**src/rtl/uart_cmd_pkg.sv**
```systemverilog
// rtl/uart_cmd_pkg.sv - shared state encoding, error codes and defaults for the UART command sequencer
package uart_cmd_pkg;

    typedef enum logic [2:0] {
        ST_IDLE = 3'd0,
        ST_OPC  = 3'd1,
        ST_LEN  = 3'd2,
        ST_PAY  = 3'd3,
        ST_CHK  = 3'd4,
        ST_HOLD = 3'd5
    } state_t;

    typedef enum logic [1:0] {
        ERR_CHK = 2'd0,
        ERR_LEN = 2'd1,
        ERR_OVF = 2'd2,
        ERR_TMO = 2'd3
    } err_code_t;

    localparam logic [7:0] DEFAULT_SYNC_BYTE = 8'hAA;

    // Inter-byte gap limit in clock cycles; one byte time is ten bit times on the line.
    function automatic int unsigned timeout_cycles(input int unsigned clk_hz,
                                                   input int unsigned baud,
                                                   input int unsigned bytes);
        return bytes * 10 * (clk_hz / baud);
    endfunction

endpackage

```
**src/rtl/uart_cmd_sequencer_if.sv**
```systemverilog
// rtl/uart_cmd_sequencer_if.sv - byte strobe input, command handshake and error report bundle
interface uart_cmd_sequencer_if #(
    parameter int MAX_PAYLOAD = 8
);
    logic                     i_rx_done;
    logic [7:0]               i_rx_byte;
    logic                     o_cmd_valid;
    logic                     i_cmd_ready;
    logic [7:0]               o_cmd_opcode;
    logic [7:0]               o_cmd_len;
    logic [8*MAX_PAYLOAD-1:0] o_cmd_payload;
    logic                     o_err;
    logic [1:0]               o_err_code;
    logic                     o_busy;

    modport master (
        input  i_rx_done,
        input  i_rx_byte,
        input  i_cmd_ready,
        output o_cmd_valid,
        output o_cmd_opcode,
        output o_cmd_len,
        output o_cmd_payload,
        output o_err,
        output o_err_code,
        output o_busy
    );

    modport slave (
        output i_rx_done,
        output i_rx_byte,
        output i_cmd_ready,
        input  o_cmd_valid,
        input  o_cmd_opcode,
        input  o_cmd_len,
        input  o_cmd_payload,
        input  o_err,
        input  o_err_code,
        input  o_busy
    );
endinterface

```
**src/rtl/uart_cmd_timeout.sv**
```systemverilog
// rtl/uart_cmd_timeout.sv - loadable down-counter that strobes once LIMIT cycles pass without a reload
module uart_cmd_timeout #(
    parameter int unsigned LIMIT = 8680
) (
    input  logic i_clk,
    input  logic i_rst_n,
    input  logic i_load,
    input  logic i_run,
    output logic o_expire
);
    localparam int W = $clog2(LIMIT + 1);

    logic [W-1:0] cnt;

    always_ff @(posedge i_clk) begin
        if (!i_rst_n) begin
            cnt <= '0;
        end else if (i_load) begin
            cnt <= W'(LIMIT);
        end else if (i_run && cnt != '0) begin
            cnt <= cnt - W'(1);
        end
    end

    // A reload in the expiry cycle suppresses the strobe, so a late byte still counts.
    assign o_expire = i_run && !i_load && (cnt == W'(1));

endmodule

```
**src/rtl/uart_cmd_sequencer.sv**
```systemverilog
// rtl/uart_cmd_sequencer.sv - frame parser (SYNC OPC LEN payload CHK) handing commands over valid/ready
// Optional inter-byte gap timeout is built only when UART_CMD_TIMEOUT_EN is defined.
module uart_cmd_sequencer
    import uart_cmd_pkg::*;
#(
    parameter int unsigned CLOCK_FREQUENCY = 25000000,
    parameter int unsigned BAUD_RATE       = 115200,
    parameter int          MAX_PAYLOAD     = 8,
    parameter logic [7:0]  SYNC_BYTE       = DEFAULT_SYNC_BYTE,
    parameter int unsigned TIMEOUT_BYTES   = 4
) (
    input  logic                 i_clk,
    input  logic                 i_rst_n,
    uart_cmd_sequencer_if.master bus
);
    localparam logic [7:0]  MAX_LEN   = 8'(MAX_PAYLOAD);
    localparam int unsigned TMO_LIMIT = timeout_cycles(CLOCK_FREQUENCY, BAUD_RATE, TIMEOUT_BYTES);

    state_t     state;
    logic [7:0] opcode;
    logic [7:0] len;
    logic [7:0] count;
    logic [7:0] xor_acc;
    logic [7:0] payload [MAX_PAYLOAD];
    logic       cmd_valid;
    logic       err;
    logic [1:0] err_code;
    logic       busy;
    logic       tmo_expire;

    logic       rx_done;
    logic [7:0] rx_byte;
    assign rx_done = bus.i_rx_done;
    assign rx_byte = bus.i_rx_byte;

`ifdef UART_CMD_TIMEOUT_EN
    logic tmo_run;
    assign tmo_run = (state == ST_OPC) || (state == ST_LEN) ||
                     (state == ST_PAY) || (state == ST_CHK);

    uart_cmd_timeout #(
        .LIMIT (TMO_LIMIT)
    ) u_timeout (
        .i_clk    (i_clk),
        .i_rst_n  (i_rst_n),
        .i_load   (rx_done),
        .i_run    (tmo_run),
        .o_expire (tmo_expire)
    );
`else
    logic [31:0] unused_tmo_limit;
    assign unused_tmo_limit = 32'(TMO_LIMIT);
    assign tmo_expire       = 1'b0;
`endif

    always_ff @(posedge i_clk) begin
        if (!i_rst_n) begin
            state     <= ST_IDLE;
            opcode    <= '0;
            len       <= '0;
            count     <= '0;
            xor_acc   <= '0;
            cmd_valid <= 1'b0;
            err       <= 1'b0;
            err_code  <= ERR_CHK;
            busy      <= 1'b0;
            for (int k = 0; k < MAX_PAYLOAD; k++) begin
                payload[k] <= '0;
            end
        end else begin
            err <= 1'b0;
            if (tmo_expire) begin
                state    <= ST_IDLE;
                busy     <= 1'b0;
                err      <= 1'b1;
                err_code <= ERR_TMO;
            end else begin
                case (state)
                    ST_IDLE: begin
                        if (rx_done && rx_byte == SYNC_BYTE) begin
                            state <= ST_OPC;
                            busy  <= 1'b1;
                            for (int k = 0; k < MAX_PAYLOAD; k++) begin
                                payload[k] <= '0;
                            end
                        end
                    end
                    ST_OPC: begin
                        if (rx_done) begin
                            opcode  <= rx_byte;
                            xor_acc <= rx_byte;
                            state   <= ST_LEN;
                        end
                    end
                    ST_LEN: begin
                        if (rx_done) begin
                            len     <= rx_byte;
                            xor_acc <= xor_acc ^ rx_byte;
                            count   <= '0;
                            if (rx_byte > MAX_LEN) begin
                                state    <= ST_IDLE;
                                busy     <= 1'b0;
                                err      <= 1'b1;
                                err_code <= ERR_LEN;
                            end else if (rx_byte == 8'd0) begin
                                state <= ST_CHK;
                            end else begin
                                state <= ST_PAY;
                            end
                        end
                    end
                    ST_PAY: begin
                        if (rx_done) begin
                            for (int k = 0; k < MAX_PAYLOAD; k++) begin
                                if (count == 8'(k)) payload[k] <= rx_byte;
                            end
                            count   <= count + 8'd1;
                            xor_acc <= xor_acc ^ rx_byte;
                            if (count == len - 8'd1) state <= ST_CHK;
                        end
                    end
                    ST_CHK: begin
                        if (rx_done) begin
                            if (rx_byte == xor_acc) begin
                                state     <= ST_HOLD;
                                cmd_valid <= 1'b1;
                            end else begin
                                state    <= ST_IDLE;
                                busy     <= 1'b0;
                                err      <= 1'b1;
                                err_code <= ERR_CHK;
                            end
                        end
                    end
                    ST_HOLD: begin
                        // The held command wins; a byte landing now is lost and reported.
                        if (rx_done) begin
                            err      <= 1'b1;
                            err_code <= ERR_OVF;
                        end
                        if (cmd_valid && bus.i_cmd_ready) begin
                            state     <= ST_IDLE;
                            cmd_valid <= 1'b0;
                            busy      <= 1'b0;
                        end
                    end
                    default: begin
                        state     <= ST_IDLE;
                        cmd_valid <= 1'b0;
                        busy      <= 1'b0;
                    end
                endcase
            end
        end
    end

    logic [8*MAX_PAYLOAD-1:0] payload_flat;
    always_comb begin
        payload_flat = '0;
        for (int k = 0; k < MAX_PAYLOAD; k++) begin
            payload_flat[8*k +: 8] = payload[k];
        end
    end

    assign bus.o_cmd_valid   = cmd_valid;
    assign bus.o_cmd_opcode  = opcode;
    assign bus.o_cmd_len     = len;
    assign bus.o_cmd_payload = payload_flat;
    assign bus.o_err         = err;
    assign bus.o_err_code    = err_code;
    assign bus.o_busy        = busy;

endmodule

```
**src/flat_wrapper.sv**
```systemverilog
// flat-port wrapper written by rule: the top's interface ports become plain ports
module uart_cmd_sequencer_flat import uart_cmd_pkg::*;
#(
    parameter int unsigned CLOCK_FREQUENCY = 25000000,
    parameter int unsigned BAUD_RATE       = 115200,
    parameter int          MAX_PAYLOAD     = 8,
    parameter logic [7:0]  SYNC_BYTE       = DEFAULT_SYNC_BYTE,
    parameter int unsigned TIMEOUT_BYTES   = 4
)
  (i_clk, i_rst_n, bus_i_rx_done, bus_i_rx_byte, bus_i_cmd_ready, bus_o_cmd_valid, bus_o_cmd_opcode, bus_o_cmd_len, bus_o_cmd_payload, bus_o_err, bus_o_err_code, bus_o_busy);
  uart_cmd_sequencer_if #(.MAX_PAYLOAD(MAX_PAYLOAD)) bus_i ();
  input  logic i_clk;
  input  logic i_rst_n;
  input wire logic [$bits(bus_i.i_rx_done)-1:0] bus_i_rx_done;
  input wire logic [$bits(bus_i.i_rx_byte)-1:0] bus_i_rx_byte;
  input wire logic [$bits(bus_i.i_cmd_ready)-1:0] bus_i_cmd_ready;
  output wire logic [$bits(bus_i.o_cmd_valid)-1:0] bus_o_cmd_valid;
  output wire logic [$bits(bus_i.o_cmd_opcode)-1:0] bus_o_cmd_opcode;
  output wire logic [$bits(bus_i.o_cmd_len)-1:0] bus_o_cmd_len;
  output wire logic [$bits(bus_i.o_cmd_payload)-1:0] bus_o_cmd_payload;
  output wire logic [$bits(bus_i.o_err)-1:0] bus_o_err;
  output wire logic [$bits(bus_i.o_err_code)-1:0] bus_o_err_code;
  output wire logic [$bits(bus_i.o_busy)-1:0] bus_o_busy;
  assign bus_i.i_rx_done = bus_i_rx_done;
  assign bus_i.i_rx_byte = bus_i_rx_byte;
  assign bus_i.i_cmd_ready = bus_i_cmd_ready;
  assign bus_o_cmd_valid = bus_i.o_cmd_valid;
  assign bus_o_cmd_opcode = bus_i.o_cmd_opcode;
  assign bus_o_cmd_len = bus_i.o_cmd_len;
  assign bus_o_cmd_payload = bus_i.o_cmd_payload;
  assign bus_o_err = bus_i.o_err;
  assign bus_o_err_code = bus_i.o_err_code;
  assign bus_o_busy = bus_i.o_busy;
  uart_cmd_sequencer #(.CLOCK_FREQUENCY(CLOCK_FREQUENCY), .BAUD_RATE(BAUD_RATE), .MAX_PAYLOAD(MAX_PAYLOAD), .SYNC_BYTE(SYNC_BYTE), .TIMEOUT_BYTES(TIMEOUT_BYTES)) u_core (.i_clk(i_clk), .i_rst_n(i_rst_n), .bus(bus_i));
endmodule
```
**config.mk**
```make
export PLATFORM = sky130hd
export DESIGN_NAME = uart_cmd_sequencer_flat
export DESIGN_NICKNAME = d
export VERILOG_FILES = /design/src/rtl/uart_cmd_pkg.sv /design/src/rtl/uart_cmd_sequencer_if.sv /design/src/rtl/uart_cmd_timeout.sv /design/src/rtl/uart_cmd_sequencer.sv /design/src/flat_wrapper.sv
export SDC_FILE = /design/constraint.sdc
export NUM_CORES = 1
export LEC_CHECK = 0
export CAP_MARGIN = 20
export CORE_MARGIN = 1.5
export CORE_UTILIZATION = 53
export DETAILED_ROUTE_END_ITERATION = 10
export GPL_ROUTABILITY_DRIVEN = 0
export PLACE_DENSITY = 0.91
export REMOVE_ABC_BUFFERS = 1
export SYNTH_ARGS = -nofsm -noshare
export SYNTH_HDL_FRONTEND = slang
export SYNTH_SLANG_ARGS = --single-unit
```
**constraint.sdc**
```tcl
create_clock -name i_clk -period 6.3 [get_ports i_clk]
set_input_delay 1.26 -clock i_clk [delete_from_list [all_inputs] [get_ports i_clk]]
set_output_delay 1.26 -clock i_clk [all_outputs]
set_load 0.005 [all_outputs]
```
==> reports/qor.csv, run 1 <==
metric,value,unit
status,"finished, final reports clean",
grt_use_total,25.1,%
cts-buffers-inserted,9,
clkTransAtPathRegs,100,ps
dpl_cell_area,5670,µm²
rows,34,
cp.required,6320,ps
synth-main-ff-cell,edfxtp_1,
worst_slew_pin_slew,1140,ps
post_synth.cell_area_avg,9.93,µm²
cts_root_buffer,clkbuf_8,
viasPerCell,6.07,
antenna_found_initial,0,
cp.arrival,3660,ps
setup.worst_path.start_class,primary input,
dp_cells,646,
final_common_cell,clkdlybuf4s50_1,
die-area,9490,µm²
hold_start,u_core.bus.o_cmd_opcode[4],
synth_edf_count,56,
initial_core_util,54.5,%
cts.repair.resized,0,
final_area,5860,µm²
grt_pass1_vias,3840,
finalMaxSlewViolations,0,
grt_max_degree,29,
leakage,2.22,nW
hold_viol,0,
netlist_instances,476,
rsz0062_at_grt,no,
r2r_cells,6,
syn_area,4730,µm²
drive_gt1_share,3.43,%
io_pins,97,
crit_type,primary input to flop,
area_growth,23.9,%
dieWidth,97.4,µm
clk_latency,370,ps
fin_skew,11.7,ps
post-cts-setup-buffers,0,
cts_hold_buffers,0,
dp_hpwl,8040,µm
ir_worst_vdd,0.000102,V
yosysWarningCount,0,
seq_area_frac_synth,55.9,%
power_density,205,nW/µm²
portBuffers,96,
hold_path_end,u_core.bus.o_cmd_opcode[4],
fin_util,67.5,%
drv_cap,0,
finalSetupTns,0,ps
ys_seq_elements,104,
clock.fmax,275,MHz
grt_overflow_total,0,
hold_slack,464,ps
wl_per_cell,18.0,µm
nNetsFinal,566,
drt_wl_total,11900,µm
cts_tree,done,
die_h,97.4,µm
fillers,594,
hold_path_depth,2,
synthArstFlopShare,0,%
layout.cells.non_filler,662,
clock_path_buffers,2,
vias,4021,
end_kind,flop,
r2r-end,u_core.payload[0][56],
fin_crit,3640,ps
setup_viol,0,
ys_types,51,
first_pass_iters,5,
hp-class,flop to flop,
reg2reg_from,u_core.state[1],
post-route-period-util,57.8,%
cp_max_fo,16,
postRouteAntennaNets,0,
first_iter_violations,404,
mostFrequentLayoutCells,"clkdlybuf4s50_1, nand2_1, edfxtp_1, dfxtp_1, and3_1",
grt_pass1_wl,19000,µm
cts.htree.levels,3,
slew-limit-headroom,23.7,%
r2r_slack,2720,ps
cts_sinks,104,
drc,0,
core_region_area,8680,µm²
diodes,0,
==> cells in the mapped netlist, types with 2 or more instances <==
cell type / instances / area, µm²
o21ai_0: 12 / 60.1
edfxtp_1: 56 / 1680
o21ai_1: 4 / 20.0
a22oi_1: 9 / 67.6
o211a_1: 2 / 20.0
xnor2_1: 6 / 52.6
nand2b_1: 3 / 18.8
buf_2: 3 / 15.0
nand3_1: 10 / 50.1
o211ai_1: 10 / 75.1
and3_1: 44 / 275
ha_1: 5 / 62.6
buf_6: 2 / 22.5
xor2_1: 15 / 131
a21boi_0: 2 / 15.0
o41ai_1: 2 / 17.5
a21oi_1: 32 / 160
or4_1: 3 / 22.5
nor2b_1: 4 / 25.0
clkbuf_1: 27 / 101
inv_1: 7 / 26.3
dfxtp_1: 48 / 961
and2_1: 21 / 131
nor4_1: 4 / 25.0
nor3_1: 6 / 30.0
a31oi_1: 3 / 18.8
nand4_1: 5 / 31.3
nor2_1: 35 / 131
a211oi_1: 4 / 30.0
nand2_1: 71 / 267
==> through the flow <==
stage               total power, mW  worst slack, ps
floorplan                     0.763             3450
global placement              0.817             2440
detailed placement            0.820             2340
CTS                            1.20             2680
global route                   1.24             2560
finish                         1.20             2660
==> worst max-delay path: stages <==
cell and delay, ps:
clkdlybuf4s50_1 730, or4_1 650, nor2_1 170, and3_1 230, nor2_1 160, o21ai_1 440
==> logic make-up after synthesis <==
group	after synthesis	synth area share, %
AND/OR/NAND/NOR	214	22.9
flip-flops	104	55.9
AO/OA/AOI/OAI	90	12.2
buffers and inverters	42	3.81
XOR/XNOR	21	3.89
adder cells (fa/ha/maj)	5	1.32
==> registers in the layout (all words and copies together) (netlist names) <==
name,count
u_core.bus.o_busy,1
u_core.bus.o_cmd_len,8
u_core.bus.o_cmd_opcode,8
u_core.bus.o_cmd_valid,1
u_core.bus.o_err,1
u_core.bus.o_err_code,2
u_core.count,8
u_core.payload,64
u_core.state,3
u_core.xor_acc,8
==> how the worst max path moves through the flow <==
| stage | slack [ps] | end | from |
|---|---|---|---|
| final | 2660 | u_core.payload[0][9] | bus_i_rx_byte[0] |
| after detailed placement | 2340 | u_core.payload[0][11] | bus_i_rx_byte[2] |
| after global placement | 2440 | u_core.payload[0][40] | bus_i_rx_byte[0] |
| after global routing | 2560 | u_core.payload[0][44] | bus_i_rx_byte[0] |
| after floorplan | 3450 | u_core.payload[0][10] | bus_i_rx_byte[0] |
| after CTS | 2680 | u_core.payload[0][11] | bus_i_rx_byte[0] |
==> per-layer routing <==
layer | vias up | share of wire (%) | track usage (%)
met3 | 46 | 10 | 5.61
li1 | 1836 | - | -
met5 | - | 0 | 0
met2 | 274 | 48 | 42.0
met4 | 0 | 2.9 | 10.9
met1 | 1865 | 39 | 31.3
==> area by class of cell <==
type / instances / area, µm² / share of cell area [%]
Multi-Input combinational cell: 330 / 1900 / 32.5
Clock inverter: 6 / 57.6 / 0.983
Clock buffer: 10 / 128 / 2.18
Timing Repair Buffer: 96 / 961 / 16.4
Tap cell: 108 / 135 / 2.31
Inverter: 8 / 30.0 / 0.513
Sequential cell: 104 / 2640 / 45.1
==> report_power, final <==
| group | internal (mW) | switching [mW] |
|---|---|---|
| combinational | 0.0338 | 0.0408 |
| sequential | 0.726 | 0.00521 |
| clock | 0.154 | 0.244 |
| total | 0.913 | 0.290 |
Note: power is estimated with default switching activity, not from simulation.
==> run 2: changes to the inputs <==
--- a/config.mk
+++ b/config.mk
@@ -7,10 +7,10 @@
 export LEC_CHECK = 0
 export CAP_MARGIN = 20
 export CORE_MARGIN = 1.5
-export CORE_UTILIZATION = 53
+export CORE_UTILIZATION = 51
 export DETAILED_ROUTE_END_ITERATION = 10
 export GPL_ROUTABILITY_DRIVEN = 0
-export PLACE_DENSITY = 0.91
+export PLACE_DENSITY = 0.89
 export REMOVE_ABC_BUFFERS = 1
 export SYNTH_ARGS = -nofsm -noshare
 export SYNTH_HDL_FRONTEND = slang
==> constraint.sdc (replaced) <==
create_clock -name i_clk -period 3.5 [get_ports i_clk]
set_input_delay 0.7 -clock i_clk [delete_from_list [all_inputs] [get_ports i_clk]]
set_output_delay 0.7 -clock i_clk [all_outputs]
set_load 0.005 [all_outputs]
==> run 2 against run 1 <==
Effect of this change: routed wire length increased by 3.3%; highest routed layer unchanged; clock skew is 2.3 ps lower; via count grew 1.9%; flip-flop and latch count did not move.
==> reports/qor.csv, run 2 (same netlist as run 1, synthesis figures left out) <==
metric,value,unit,change
largest_register_ffs,64,,unchanged
setup.worst_path.start_class,primary input,,
dieWidth,99.3,µm,+1.9%
register_area,2640,µm²,unchanged
viasPerCell,6.07,,about the same
cp_max_fo,8,,-8
grt_use_total,25.5,%,+0.37 points
final_common_cell,clkdlybuf4s50_1,,
cts_sinks,104,,unchanged
r2r-end,u_core.payload[0][15],,
drive_gt1_share,5.64,%,+2.2 points
slew-limit-headroom,53.1,%,+29 points
grt_overflow_total,0,,unchanged
rsz0062_at_grt,no,,
multi_input_area,1900,µm²,unchanged
post-route-period-util,78.6,%,
die-area,9850,µm²,+3.8%
io_pins,97,,unchanged
rows,34,,unchanged
fillers,628,,+5.7%
clkTransAtPathRegs,100,ps,about the same
postRouteAntennaNets,0,,unchanged
worst_slew_pin_slew,700,ps,-440 ps
cts_root_buffer,clkbuf_8,,
first_pass_iters,6,,+1
setup_slack,747,ps,-1910 ps
power_density,363,nW/µm²,+77%
cts-buffers-inserted,9,,unchanged
cts.repair.resized,0,,unchanged
die_h,99.3,µm,+1.9%
setup_viol,0,,unchanged
cts.htree.levels,3,,unchanged
endpoint,u_core.payload[0][15],,
crit_type,primary input to flop,,
nNetsFinal,579,,+2.3%
leakage,2.28,nW,+2.5%
grt_pass1_vias,3820,,-0.52%
dp_slack,378,ps,-1960 ps
diodes,0,,unchanged
worstSetupStartpoint,bus_i_rx_byte[0],,
clock_path_buffers,2,,unchanged
status,"finished, final reports clean",,
mostFrequentLayoutCells,"clkdlybuf4s50_1, nand2_1, edfxtp_1, dfxtp_1, and3_1",,
finalMaxSlewViolations,0,,unchanged
drv_cap,0,,unchanged
dp_hpwl,8610,µm,+7.0%
hold_viol,0,,unchanged
drc,0,,unchanged
vias,4099,,+1.9%
initial_core_util,53.4,%,-1.0 points
finalSetupTns,0,ps,unchanged
post-cts-setup-buffers,0,,unchanged
ir_worst_vdd,0.000180,V,+75%
cts_hold_buffers,0,,unchanged
r2r_cells,3,,-3
grt_pass1_wl,19600,µm,+3.0%
antenna_found_initial,0,,unchanged
cp.arrival,2770,ps,-890 ps
clock.fmax,363,MHz,
cts_tree,done,,
dp_cells,659,,+2.0%
core_region_area,8850,µm²,+2.0%
first_iter_violations,589,,+46%
wl_per_cell,18.2,µm,+1.3%
fin_skew,9.33,ps,-2.34 ps
fin_crit,2750,ps,
cp.required,3520,ps,-2800 ps
grt_max_degree,28,,-3.4%
regMostFlops,u_core.payload,,
clk_latency,370,ps,about the same
end_kind,flop,,
reg2reg_from,u_core.count[3],,
hp-class,flop to flop,,
area_growth,25.9,%,
drt_wl_total,12300,µm,+3.3%
r2r_slack,1060,ps,-1660 ps
portBuffers,96,,unchanged
layout.cells.non_filler,675,,+2.0%
==> run 2: metrics by stage <==
stage	hold WS [ps]	cell area, µm²	utilization [%]	power [mW]
floorplan	453	4580	-	1.37
global placement	448	5770	65.2	1.48
detailed placement	455	5770	65.2	1.49
CTS	468	5950	67.3	2.16
global route	489	5950	67.3	2.23
finish	465	5950	67.3	2.16
==> run 2: where the power goes <==
group | switching, mW | total (mW) | internal, mW | leakage, nW
Clock | 0.427 | 0.699 | 0.271 | 0.0865
Sequential | 0.00958 | 1.32 | 1.31 | 0.951
Combinational | 0.0781 | 0.147 | 0.0689 | 1.24
==> run 2: cell type report <==
type	count	area share, %
repair buffers	109	17.8
inverters	8	0.505
well taps	108	2.27
flip-flops and latches	104	44.4
clock inverters	6	0.925
clock buffers	10	2.14
multi-input cells	330	32.0
==> run 2: critical path: stages <==
cell             delay (ps)
clkdlybuf4s50_1         470
or4_1                   640
nor2_1                  170
and3_1                  210
nor2_1                  150
o21ai_1                 410
==> run 2: worst min-delay path by stage <==
stage / cells past startpoint / endpoint / slack, ps / from
floorplan: 2 / u_core.bus.o_cmd_opcode[0] / 450 / u_core.bus.o_cmd_opcode[0]
global placement: 2 / u_core.bus.o_cmd_opcode[5] / 450 / u_core.bus.o_cmd_opcode[5]
detailed placement: 2 / u_core.bus.o_cmd_opcode[6] / 450 / u_core.bus.o_cmd_opcode[6]
CTS: 2 / u_core.bus.o_cmd_opcode[6] / 470 / u_core.bus.o_cmd_opcode[6]
global route: 2 / u_core.bus.o_cmd_opcode[5] / 490 / u_core.bus.o_cmd_opcode[5]
finish: 2 / u_core.bus.o_cmd_opcode[6] / 460 / u_core.bus.o_cmd_opcode[6]
==> run 2: per-layer routing <==
layer | vias to the layer above | track usage, % | share of wire (%)
li1 | 1867 | - | -
met1 | 1913 | 33.1 | 38
met3 | 40 | 4.78 | 11
met5 | - | 0 | 0
met4 | 0 | 11.5 | 2.8
met2 | 279 | 41.7 | 48
==> run 3: changes to the inputs <==
--- a/config.mk
+++ b/config.mk
@@ -7,10 +7,10 @@
 export LEC_CHECK = 0
 export CAP_MARGIN = 20
 export CORE_MARGIN = 1.5
-export CORE_UTILIZATION = 51
+export CORE_UTILIZATION = 46
 export DETAILED_ROUTE_END_ITERATION = 10
 export GPL_ROUTABILITY_DRIVEN = 0
-export PLACE_DENSITY = 0.89
+export PLACE_DENSITY = 0.85
 export REMOVE_ABC_BUFFERS = 1
 export SYNTH_ARGS = -nofsm -noshare
 export SYNTH_HDL_FRONTEND = slang
==> constraint.sdc (replaced) <==
create_clock -name i_clk -period 2.3 [get_ports i_clk]
set_input_delay 0.46 -clock i_clk [delete_from_list [all_inputs] [get_ports i_clk]]
set_output_delay 0.46 -clock i_clk [all_outputs]
set_load 0.005 [all_outputs]
==> run 3 against run 2 <==
Effect of this change: core utilization shrank 3.6 points; first-iteration DRC count shrank 27%; critical endpoint is now u_core.payload[0][34]; combinational power grew 72%; sequential power grew 52%; the run now ends with setup timing left.
==> reports/qor.csv, run 3 (same netlist as run 1, synthesis figures left out) <==
metric,value,unit,change
status,finished with violations,,
violations,setup timing,,
end_kind,flop,,
endpoint,u_core.payload[0][34],,
drive_gt1_share,11.9,%,+6.3 points
setup_slack,-20.3,ps,-768 ps
cts.repair.resized,1,,+1
drv_cap,0,,unchanged
hold_slack,462,ps,-3.32 ps
power_density,535,nW/µm²,+47%
worstSetupStartpoint,bus_i_rx_byte[2],,
postRouteAntennaNets,0,,unchanged
first_iter_violations,429,,-27%
rsz0062_at_grt,yes,,
setup_viol,16,,+16
cp_cell_sequence,"clkdlybuf4s50_1, or4_1, nor2_1, and3_1, nor2_1, nand2_1",,
cp.arrival,2370,ps,-400 ps
cts_hold_buffers,0,,unchanged
diodes,0,,unchanged
ir_worst_vdd,0.000284,V,+58%
grt_pass1_wl,19700,µm,+0.42%
grt_overflow_total,0,,unchanged
final_common_cell,clkdlybuf4s50_1,,
wl_per_cell,16.8,µm,-7.7%
cts-buffers-inserted,9,,unchanged
cp_max_fo,8,,unchanged
drt_wl_total,12400,µm,+0.64%
register_area,2640,µm²,unchanged
grt_max_degree,28,,unchanged
reg2reg_from,u_core.count[7],,
largest_register_ffs,64,,unchanged
crit_family,simple AND/OR/NAND/NOR gates,,
rows,36,,+5.9%
antenna_found_initial,0,,unchanged
drc,0,,unchanged
r2r_cells,5,,+2
hp-class,flop to flop,,
cp_num_buf_inv,1,,unchanged
clock_path_buffers,2,,unchanged
cts.htree.levels,3,,unchanged
setup.worst_path.start_class,primary input,,
cp_common_cell,nor2_1,,
grt_pass1_vias,3836,,+0.42%
die-area,10900,µm²,+11%
multi_input_area,1920,µm²,+0.85%
leakage,2.47,nW,+8.3%
dp_hpwl,9120,µm,+6.0%
use_met2,36.7,%,-5.1 points
io_pins,97,,unchanged
vias,4130,,+0.76%
grt-busiest-layer,met2,,
r2r-end,u_core.payload[0][21],,
initial_core_util,47.9,%,-5.5 points
grt_use_met1,30.1,%,-3.0 points
worst_slew_pin_slew,678,ps,-22.7 ps
finalMaxSlewViolations,0,,unchanged
finalPower,3.36,mW,+55%
nNetsFinal,615,,+6.2%
cts_root_buffer,clkbuf_8,,
cts_tree,done,,
portBuffers,96,,unchanged
clock.fmax,431,MHz,
cts_sinks,104,,unchanged
post-route-period-util,101,%,
grt_use_total,22.7,%,-2.8 points
area_growth,32.8,%,
cp.required,2350,ps,-1170 ps
fin_skew,12.0,ps,+2.66 ps
regMostFlops,u_core.payload,,
dp_slack,-371,ps,-748 ps
first_pass_iters,5,,-1
die_h,104,µm,+5.1%
clk_latency,380,ps,about the same
fillers,744,,+18%
grtUsageMet3,5.26,%,+0.48 points
viasPerCell,5.61,,-7.6%
cpPeakStageDelay,520,ps,-120 ps
critical_path_depth,6,,unchanged
slew-limit-headroom,54.6,%,+1.5 points
cp_slowest_cell,or4_1,,
core_region_area,9860,µm²,+11%
fin_crit,2320,ps,
clkTransAtPathRegs,100,ps,about the same
crit_type,primary input to flop,,
hold_viol,0,,unchanged
r2r_slack,40,ps,-1020 ps
post-cts-setup-buffers,0,,unchanged
mostFrequentLayoutCells,"clkdlybuf4s50_1, nand2_1, edfxtp_1, buf_4, dfxtp_1",,
dieWidth,104,µm,+5.1%
fin_util,63.6,%,-3.6 points
==> run 3: cell count changes in the layout (fill, tap and decap cells not counted), sizes merged <==
cell | previous run | this run
clkbuf | 10 | 9
clkinvlp | 2 | 1
inv | 10 | 11
buf | 13 | 49
clkinv | 2 | 3
==> run 3: tightest hold or removal path: cells and delay by family, from the launching register on <==
family | cells | cell delay [ps]
DFF | 1 | 320
AOI/OAI and AO/OA | 1 | 50
and+or+nand+nor | 1 | 50
==> run 3: how the worst min path moves through the flow <==
stage | to | slack, ps | startpoint | depth (start not counted)
floorplan | u_core.bus.o_cmd_opcode[0] | 450 | u_core.bus.o_cmd_opcode[0] | 2
global placement | u_core.bus.o_cmd_opcode[1] | 450 | u_core.bus.o_cmd_opcode[1] | 2
detailed placement | u_core.bus.o_cmd_opcode[4] | 450 | u_core.bus.o_cmd_opcode[4] | 2
CTS | u_core.bus.o_cmd_opcode[4] | 470 | u_core.bus.o_cmd_opcode[4] | 2
global route | u_core.bus.o_cmd_opcode[4] | 500 | u_core.bus.o_cmd_opcode[4] | 2
finish | u_core.bus.o_cmd_opcode[4] | 460 | u_core.bus.o_cmd_opcode[4] | 2
==> run 3: final cells by class <==
class | count | share of cell area, %
Sequential cell | 104 | 42.1
Multi-Input combinational cell | 330 | 30.6
Timing Repair Buffer | 145 | 21.2
Tap cell | 133 | 2.65
Clock buffer | 9 | 1.97
Clock inverter | 7 | 1.06
Inverter | 8 | 0.478
==> run 3: stage by stage <==
| step | cell area, µm² | setup TNS, ps | std cells |
|---|---|---|---|
| after floorplan | 4580 | -3940 | 442 |
| after global placement | 6070 | -15210 | 720 |
| after detailed placement | 6070 | -25350 | 720 |
| after CTS | 6260 | 0 | 736 |
| after global routing | 6280 | -1830 | 736 |
| final | 6280 | -232 | 736 |
==> run 3: metal layers <==
layer	part of all wire, %	vias up
met5	0	-
met3	7.6	27
li1	-	1936
met1	43	1953
met4	2.0	0
met2	48	214
==> run 3: where the power goes <==
part,switching [mW],internal [mW]
logic,0.125,0.128
registers,0.0133,1.99
clock network,0.688,0.418
